### config.mk
export PLATFORM = sky130hd
export DESIGN_NAME = fpga_board_ctrl
export DESIGN_NICKNAME = d
export VERILOG_FILES = /design/src/rtl/fpga_board_ctrl.sv
export SDC_FILE = /design/constraint.sdc
export NUM_CORES = 1
export LEC_CHECK = 0
export BUFFER_PORTS_ARGS = -buffer_cell sky130_fd_sc_hd__buf_2
export CAP_MARGIN = 5
export CORE_ASPECT_RATIO = 1.1
export CORE_MARGIN = 3
export CORE_UTILIZATION = 52
export DETAILED_ROUTE_END_ITERATION = 12
export PLACE_DENSITY = 0.75
export SETUP_SLACK_MARGIN = 0.05
export SLEW_MARGIN = 20
export SYNTH_ARGS = -nofsm -noshare
export SYNTH_HDL_FRONTEND = slang
export SYNTH_SLANG_ARGS = --single-unit
### constraint.sdc
create_clock -name clk -period 1.9 [get_ports clk]
set_clock_uncertainty 0.05 [all_clocks]
set_input_delay 0.19 -clock clk [delete_from_list [all_inputs] [get_ports clk]]
set_output_delay 0.19 -clock clk [all_outputs]
set_load 0.02 [all_outputs]
### src/rtl/fpga_board_ctrl.sv
// Board control sequencer: turns debounced button press flags into
// core reset, run/halt and single-step actions with pending-event arbitration.
module fpga_board_ctrl #(
    parameter int unsigned RST_CYCLES   = 1024,
    parameter int unsigned STEP_TIMEOUT = 4096,
    parameter bit          RUN_ON_RESET = 1'b1
) (
    input  logic       clk,
    input  logic       rstn,
    input  logic [2:0] btn_rflag,
    input  logic       step_ack,
    output logic       core_rstn,
    output logic       core_run,
    output logic       step_pulse,
    output logic       busy,
    output logic       step_timeout,
    output logic [7:0] drop_cnt
);

    typedef enum logic [1:0] {
        S_RESET,
        S_IDLE,
        S_STEP,
        S_WAIT
    } state_t;

    // Counters compare against the last cycle so the next edge leaves the state
    localparam logic [15:0] RST_LAST  = 16'(RST_CYCLES - 1);
    localparam logic [15:0] STEP_LAST = 16'(STEP_TIMEOUT - 1);

    state_t      state_q, state_d;
    logic [15:0] cnt_q, cnt_d;
    logic [2:0]  pend_q, pend_d;
    logic [2:0]  pend_clr;
    logic        core_rstn_q, core_rstn_d;
    logic        core_run_q, core_run_d;
    logic        step_pulse_q, step_pulse_d;
    logic        busy_q, busy_d;
    logic        step_timeout_q, step_timeout_d;
    logic [7:0]  drop_cnt_q, drop_cnt_d;

    // State and registered outputs; board reset holds the core in reset
    always_ff @(posedge clk) begin
        if (!rstn) begin
            state_q        <= S_RESET;
            cnt_q          <= 16'd0;
            pend_q         <= 3'b000;
            core_rstn_q    <= 1'b0;
            core_run_q     <= RUN_ON_RESET;
            step_pulse_q   <= 1'b0;
            busy_q         <= 1'b1;
            step_timeout_q <= 1'b0;
            drop_cnt_q     <= 8'd0;
        end else begin
            state_q        <= state_d;
            cnt_q          <= cnt_d;
            pend_q         <= pend_d;
            core_rstn_q    <= core_rstn_d;
            core_run_q     <= core_run_d;
            step_pulse_q   <= step_pulse_d;
            busy_q         <= busy_d;
            step_timeout_q <= step_timeout_d;
            drop_cnt_q     <= drop_cnt_d;
        end
    end

    // Next state, fixed-priority grant from IDLE, and output precompute
    always_comb begin
        state_d        = state_q;
        cnt_d          = cnt_q;
        pend_clr       = 3'b000;
        core_run_d     = core_run_q;
        step_timeout_d = step_timeout_q;
        drop_cnt_d     = drop_cnt_q;
        case (state_q)
            S_RESET: begin
                if (cnt_q == RST_LAST) begin
                    state_d = S_IDLE;
                end else begin
                    cnt_d = cnt_q + 16'd1;
                end
            end
            S_IDLE: begin
                if (pend_q[0]) begin
                    pend_clr       = 3'b001;
                    state_d        = S_RESET;
                    cnt_d          = 16'd0;
                    core_run_d     = RUN_ON_RESET;
                    step_timeout_d = 1'b0;
                end else if (pend_q[1]) begin
                    pend_clr   = 3'b010;
                    core_run_d = ~core_run_q;
                end else if (pend_q[2]) begin
                    pend_clr = 3'b100;
                    if (core_run_q) begin
                        if (drop_cnt_q != 8'hFF) begin
                            drop_cnt_d = drop_cnt_q + 8'd1;
                        end
                    end else begin
                        state_d = S_STEP;
                    end
                end
            end
            S_STEP: begin
                cnt_d   = 16'd0;
                state_d = S_WAIT;
            end
            S_WAIT: begin
                if (step_ack) begin
                    state_d = S_IDLE;
                end else if (cnt_q == STEP_LAST) begin
                    step_timeout_d = 1'b1;
                    state_d        = S_IDLE;
                end else begin
                    cnt_d = cnt_q + 16'd1;
                end
            end
            default: begin
                state_d = S_RESET;
                cnt_d   = 16'd0;
            end
        endcase
        // A new press on the bit being granted survives the clear
        pend_d       = (pend_q & ~pend_clr) | btn_rflag;
        core_rstn_d  = (state_d != S_RESET);
        step_pulse_d = (state_d == S_STEP);
        busy_d       = (state_d != S_IDLE);
    end

    assign core_rstn    = core_rstn_q;
    assign core_run     = core_run_q;
    assign step_pulse   = step_pulse_q;
    assign busy         = busy_q;
    assign step_timeout = step_timeout_q;
    assign drop_cnt     = drop_cnt_q;

endmodule

==> flow_summary.yaml, run 1 <==
placed_design:
  post-place-ws_ns: -0.136
  placed_area_sq_um: 2140
  place_inst: 293
  gp_congestion: 0.893
  io_buffer_count: 18
  hpwl_dp_microns: 3290
yosys:
  synth_fa_ha_area_frac: 0.0482
  share_of_synthesized_cell_area_in_and_or_nand_and_nor_gates: 0.257
  postSynthRegisterBits: 34
  synth-edff-count: 0
  asyncSetResetFlopFracSynth: 0
  synth_top_family_by_area: "simple AND/OR/NAND/NOR gates"
  syn_inst: 211
  seq_area_frac_synth: 0.375
  xor_xnor_portion_of_the_synthesized_cell_area: 0.0337
  synth.avg_cell_area_sq_um: 8.61
  synth-main-ff-cell: "sky130_fd_sc_hd__dfxtp_1"
  synth_area_sq_um: 1820
  yosys_warnings: 0
  netlist-cell-type-count: 44
  synthMuxAreaShare: 0
  postSynthNetCount: 224
  synth_compound_gate_area_share: 0.238
timing:
  worstMarginPinSlew_ns: 0.402
  setup_viol_count_final: 19
  top_achievable_clock_speed_mhz: 496
  grt_setup_unrepaired: "yes"
  fin_setup_tns_ns: -1.53
  final_period_minus_worst_setup_slack_ns: 2.02
  timing.final.hold_violations: 0
  finalCritPeriodShare: 1.06
  final.setup.worst_slack_ns: -0.116
  max_slew_headroom: 0.732
  final_max_slew_viol_count: 0
  hold-worst-slack_ns: 0.0582
grt:
  grt_antenna_before_repair: 0
  grt_overflow_total: 0
  maximum_number_of_pins_on_one_net_before_global_route_repair: 22
  grt_pass1_vias: 1736
  grt_pass1_wl_microns: 7830
  globalRouteTotalUtil: 0.233
route:
  drtAntennaViolNets: 0
  final_routed_wirelength_across_all_metal_layers_microns: 4720
  routed_vias: 1839
  post_dr_vias_cell: 6.03
  drt_drc_violations_left: 0
  detail_route.iter0.violations: 97
  avgRoutedWirePerCell_microns: 15.5
  firstDrtPassIters: 4
setup_path:
  critical_path.endpoint_type: "flop"
  crit_path_max_fanout: 5
  required_ns: 2.09
  worst_ep_arrival_time_ns: 2.21
  timing_worst_setup_path_type: "reg -> reg"
  worst_setup_path_start_kind: "flop"
pwr:
  leak_nw: 0.865
  total_power_divided_by_cell_area_nw_per_um2: 1090
  vdd_drop_max_uv: 488
  post-layout-total-power_mw: 2.53
clocking:
  ctsLongestPathBuffers: 2
  cts.sinks: 34
  clk_pin_slew_worst_paths_ns: 0.11
  cts-htree-levels: 2
  worstSkewPairLatency_ns: 0.35
  cts_tree: "yes"
  ctsRootBufferMaster: "sky130_fd_sc_hd__clkbuf_4"
  cts_buffers: 5
die:
  coreArea_sq_um: 3210
  number_of_top_level_design_ports: 19
  start_util: 0.567
  fp-row-count: 21
  fp.dieH_microns: 68.0
  die_w_microns: 62.4
  die_area_sq_um: 4240
worst_hold_path:
  hold_class: "in -> reg"
layout:
  design_area_sq_um: 2320
  antenna_cells_inserted: 0
  areaGrowthSynthToFinish_pct: 27.5
  final_layout_size_suffix_gt1_frac: 0.320
  final_cell_count_no_fill: 305
  finish.net_count: 271
  multiInputGateArea_sq_um: 1130
  fillers: 253
  area.sequential_sq_um: 684
  utilization: 0.722
run_status:
  violations: "setup timing"
  outcome: "finished with violations"
run:
  drv.max_cap_violation_count: 0
## worst max-delay path: stages, from the launching register on
cell	delay, ns
sky130_fd_sc_hd__dfxtp_2	0.36
sky130_fd_sc_hd__or4_4	0.52
sky130_fd_sc_hd__or3_4	0.39
sky130_fd_sc_hd__a21oi_4	0.24
sky130_fd_sc_hd__buf_6	0.16
sky130_fd_sc_hd__o311ai_1	0.11
sky130_fd_sc_hd__o41ai_1	0.08
## sequential cells by signal, summed over array words and instances, names as in the netlist
name / flops
busy: 1
cnt_q: 16
core_rstn: 1
core_run: 1
drop_cnt: 8
pend_q: 3
state_q: 2
step_pulse: 1
step_timeout: 1
## layout by cell type (no fill, tap or decap), types with 4 or more instances in the layout
| master | Yosys | layout |
|---|---|---|
| sky130_fd_sc_hd__buf_2 | 1 | 18 |
| sky130_fd_sc_hd__o311ai_1 | 12 | 12 |
| sky130_fd_sc_hd__nor2_1 | 20 | 20 |
| sky130_fd_sc_hd__inv_1 | 6 | 5 |
| sky130_fd_sc_hd__ha_1 | 7 | 5 |
| sky130_fd_sc_hd__o31ai_1 | 9 | 8 |
| sky130_fd_sc_hd__buf_4 | 0 | 28 |
| sky130_fd_sc_hd__nand3_1 | 9 | 8 |
| sky130_fd_sc_hd__dfxtp_1 | 34 | 31 |
| sky130_fd_sc_hd__nor3_1 | 5 | 5 |
| sky130_fd_sc_hd__clkbuf_4 | 0 | 5 |
| sky130_fd_sc_hd__nand4_1 | 4 | 4 |
| sky130_fd_sc_hd__and2_1 | 4 | 4 |
| sky130_fd_sc_hd__nand2_1 | 16 | 16 |
| sky130_fd_sc_hd__o41ai_1 | 5 | 5 |
| sky130_fd_sc_hd__a31oi_1 | 6 | 6 |
| sky130_fd_sc_hd__a21oi_1 | 10 | 8 |
| sky130_fd_sc_hd__o21ai_0 | 7 | 6 |
| sky130_fd_sc_hd__xnor2_1 | 7 | 7 |
## per-layer routing
| metal | wire, microns | track usage | vias to the layer above |
|---|---|---|---|
| met3 | 271 | 0.0591 | 12 |
| met1 | 2000 | 0.261 | 874 |
| met5 | 0 | 0 | - |
| met2 | 2370 | 0.427 | 61 |
| met4 | 80 | 0.102 | 0 |
| li1 | - | - | 892 |
## final timing paths
path / startpoint / slack, ns / endpoint / cells past startpoint
worst max-delay path: cnt_q[12] / -0.12 / cnt_q[3] / 6
worst min-delay path: btn_rflag[2] / 0.06 / pend_q[2] / 3
worst max register to register: cnt_q[12] / -0.12 / cnt_q[3] / 6
worst min register to register: cnt_q[12] / 0.45 / cnt_q[12] / 1
## cell type report
type,count,area share
inverters,7,0.0113
clock buffers,7,0.0238
multi-input cells,159,0.489
clock inverters,1,0.00216
well taps,46,0.0249
flip-flops and latches,34,0.296
repair buffers,51,0.153
## synth_stat cells, types with 4 or more instances
master                     instances  area (sq um)
sky130_fd_sc_hd__nand4_1           4          25.0
sky130_fd_sc_hd__ha_1              7          87.6
sky130_fd_sc_hd__nand2_1          16          60.1
sky130_fd_sc_hd__dfxtp_1          34           681
sky130_fd_sc_hd__o311ai_1         12           105
sky130_fd_sc_hd__nor2_1           20          75.1
sky130_fd_sc_hd__inv_1             6          22.5
sky130_fd_sc_hd__a21oi_1          10          50.1
sky130_fd_sc_hd__a31oi_1           6          37.5
sky130_fd_sc_hd__clkbuf_1          8          30.0
sky130_fd_sc_hd__xnor2_1           7          61.3
sky130_fd_sc_hd__nor3_1            5          25.0
sky130_fd_sc_hd__and2_1            4          25.0
sky130_fd_sc_hd__o41ai_1           5          43.8
sky130_fd_sc_hd__o31ai_1           9          67.6
sky130_fd_sc_hd__o21ai_0           7          35.0
sky130_fd_sc_hd__nand3_1           9          45.0
## report_power, final
part           switching, mW  leakage (nW)  internal, mW
sequential            0.0589         0.278         0.800
combinational          0.704         0.553         0.535
clock                  0.248        0.0353         0.179
## cells by family after synthesis
group	Yosys count
simple gates	84
compound gates	60
xor+xnor	7
flops	34
fa+ha+maj	7
buf+inv	19
## what timing repair did
| item | 4_1_cts | 5_1_grt |
|---|---|---|
| setup endpoints to repair | 23 | 29 |
| endpoints found under the hold margin | 2 | 0 |
| gates cloned | 1 | 0 |
| pin swaps | 4 | 3 |
| gates resized for setup | 10 | 12 |
| hold buffers | 2 | 0 |
| buffers inserted | 1 | 0 |
No activity file was read; power rests on OpenSTA's default activity.
==> run 2: changes to the inputs <==
--- a/config.mk
+++ b/config.mk
@@ -8,10 +8,10 @@
 export BUFFER_PORTS_ARGS = -buffer_cell sky130_fd_sc_hd__buf_2
 export CAP_MARGIN = 5
 export CORE_ASPECT_RATIO = 1.1
-export CORE_MARGIN = 3
 export CORE_UTILIZATION = 52
 export DETAILED_ROUTE_END_ITERATION = 12
 export PLACE_DENSITY = 0.75
+export RECOVER_POWER = 25
 export SETUP_SLACK_MARGIN = 0.05
 export SLEW_MARGIN = 20
 export SYNTH_ARGS = -nofsm -noshare
==> run 2 against run 1 <==
Net effect:
- the flow still finishes with violations (setup timing)
- final cell count up 2.0%
- global-route usage up 3.2 points
- clock power down 1%
- utilization up 0.74 points
- die area down 12%
- routed wire length down 1.6%
- register-to-register slack worse by 0.03 ns
- total power up 0.29%
- sequential cell count unchanged
- critical endpoint is now cnt_q[0]
==> flow_summary.yaml, run 2 (same netlist as run 1, synthesis figures left out) <==
clocking:
  cts-htree-levels: 2
  ctsRootBufferMaster: "sky130_fd_sc_hd__clkbuf_4"
  cts.sinks: 34
  worstSkewPairLatency_ns: 0.35
  clk_pin_slew_worst_paths_ns: 0.10
  ctsLongestPathBuffers: 2
  cts_buffers: 5
  cts_tree: "yes"
layout:
  areaGrowthSynthToFinish_pct: 33.8
  multiInputGateArea_sq_um: 1170
  final_cell_count_no_fill: 311
  layout.cells.most_common_list: "sky130_fd_sc_hd__dfxtp_1 (32), sky130_fd_sc_hd__buf_4 (32), sky130_fd_sc_hd__nor2_1 (19), sky130_fd_sc_hd__nand2_1 (16), sky130_fd_sc_hd__buf_2 (13)"
  finish.net_count: 275
  utilization: 0.730
  largest_reg_flops: 16
  design_area_sq_um: 2430
  final_layout_size_suffix_gt1_frac: 0.331
  area.sequential_sq_um: 683
  fillers: 270
  antenna_cells_inserted: 0
  largest_register: "cnt_q"
grt:
  grt_antenna_before_repair: 0
  grt_pass1_vias: 1848
  grt_overflow_total: 0
  maximum_number_of_pins_on_one_net_before_global_route_repair: 20
  globalRouteTotalUtil: 0.265
  grt_pass1_wl_microns: 7720
die:
  die_area_sq_um: 3730
  coreArea_sq_um: 3330
  fp-row-count: 22
  die_w_microns: 58.4
  fp.dieH_microns: 64.0
  start_util: 0.545
  number_of_top_level_design_ports: 19
setup_path:
  critical_path.endpoint_type: "flop"
  required_ns: 2.13
  worst_setup_path_startpoint: "cnt_q[14]"
  regToRegStartpoint: "cnt_q[14]"
  timing.critical_path.slowest_cell_delay_ns: 0.53
  cpMaxStageDelayCell: "sky130_fd_sc_hd__or4_4"
  worstPathCellList: "or4_4, or3_4, a21oi_4, buf_6, clkbuf_16, o21ai_1, a21oi_1"
  worst_ep_arrival_time_ns: 2.28
  worst_setup_path_start_kind: "flop"
  timing.critical_path.buf_inv: 2
  timing_worst_setup_path_type: "reg -> reg"
  crit_path_max_fanout: 5
  cp_top_family: "simple AND/OR/NAND/NOR gates"
  worst_reg_to_reg_setup_slack_ns: -0.15
placed_design:
  place_inst: 296
  hpwl_dp_microns: 3090
  io_buffer_count: 18
  gp_congestion: 0.863
  post-place-ws_ns: -0.113
  placed_area_sq_um: 2160
route:
  final_routed_wirelength_across_all_metal_layers_microns: 4640
  firstDrtPassIters: 4
  detail_route.iter0.violations: 156
  route.met2.wl_microns: 2440
  drtAntennaViolNets: 0
  sum_of_routed_wire_segments_on_met1_microns: 1940
  avgRoutedWirePerCell_microns: 14.9
  route.top_layer_used: "met4"
  routed_vias: 1834
  post_dr_vias_cell: 5.90
  drt_drc_violations_left: 0
  detailroute.wirelength.met3_microns: 149
timing:
  finalCritPeriodShare: 1.08
  top_achievable_clock_speed_mhz: 489
  final.setup.worst_slack_ns: -0.146
  setup_viol_count_final: 16
  grt_setup_unrepaired: "yes"
  timing.final.hold_violations: 0
  fin_setup_tns_ns: -1.56
  hold-worst-slack_ns: 0.0101
  worstMarginPinSlew_ns: 0.289
  final_max_slew_viol_count: 0
  final_period_minus_worst_setup_slack_ns: 2.05
  max_slew_headroom: 0.805
pwr:
  vdd_drop_max_uv: 437
  post-layout-total-power_mw: 2.53
  total_power_divided_by_cell_area_nw_per_um2: 1040
  leak_nw: 0.903
run_status:
  outcome: "finished with violations"
  violations: "setup timing"
worst_hold_path:
  worst_hold_startpoint: "btn_rflag[1]"
  hold_class: "in -> reg"
run:
  drv.max_cap_violation_count: 0
==> run 2: area by class of cell <==
type,instances,area share
Clock buffer,7,0.0226
Multi-Input combinational cell,158,0.482
Sequential cell,34,0.281
Clock inverter,1,0.00206
Tap cell,48,0.0247
Timing Repair Buffer,56,0.177
Inverter,7,0.0108
==> run 2: repair_timing <==
action                     in CTS  in global routing
gates cloned                    1                  1
hold buffers                    1                  0
pin swaps                       1                  6
setup endpoints to repair      25                 29
setup buffers                   3                  1
gates resized for setup         5                 24
hold endpoints to repair        1                  0
==> run 2: path summary, 6_finish.rpt <==
path	to	cells past startpoint
worst max register to register	cnt_q[0]	7
worst min-delay path	pend_q[1]	3
worst max-delay path	cnt_q[0]	7
worst min register to register	pend_q[2]	2
==> run 2: layer usage <==
layer | vias up | global-route usage
met1 | 871 | 0.297
met2 | 46 | 0.463
met5 | - | 0
li1 | 902 | -
met4 | 0 | 0.131
met3 | 15 | 0.0607
==> run 2: worst register-to-register path, delay by kind of cell, from the launching register on <==
kind                   cells  cell delay [ns]
and+or+nand+nor            2             0.91
buffers and inverters      2             0.29
DFF                        1             0.33
AOI/OAI and AO/OA          3             0.39
==> run 2: where the power goes <==
group	switching (mW)	leakage [nW]	total, mW	internal (mW)
registers	0.0473	0.277	0.845	0.797
clock network	0.243	0.0353	0.422	0.179
logic	0.717	0.590	1.27	0.549
total	1.01	0.903	2.53	1.53
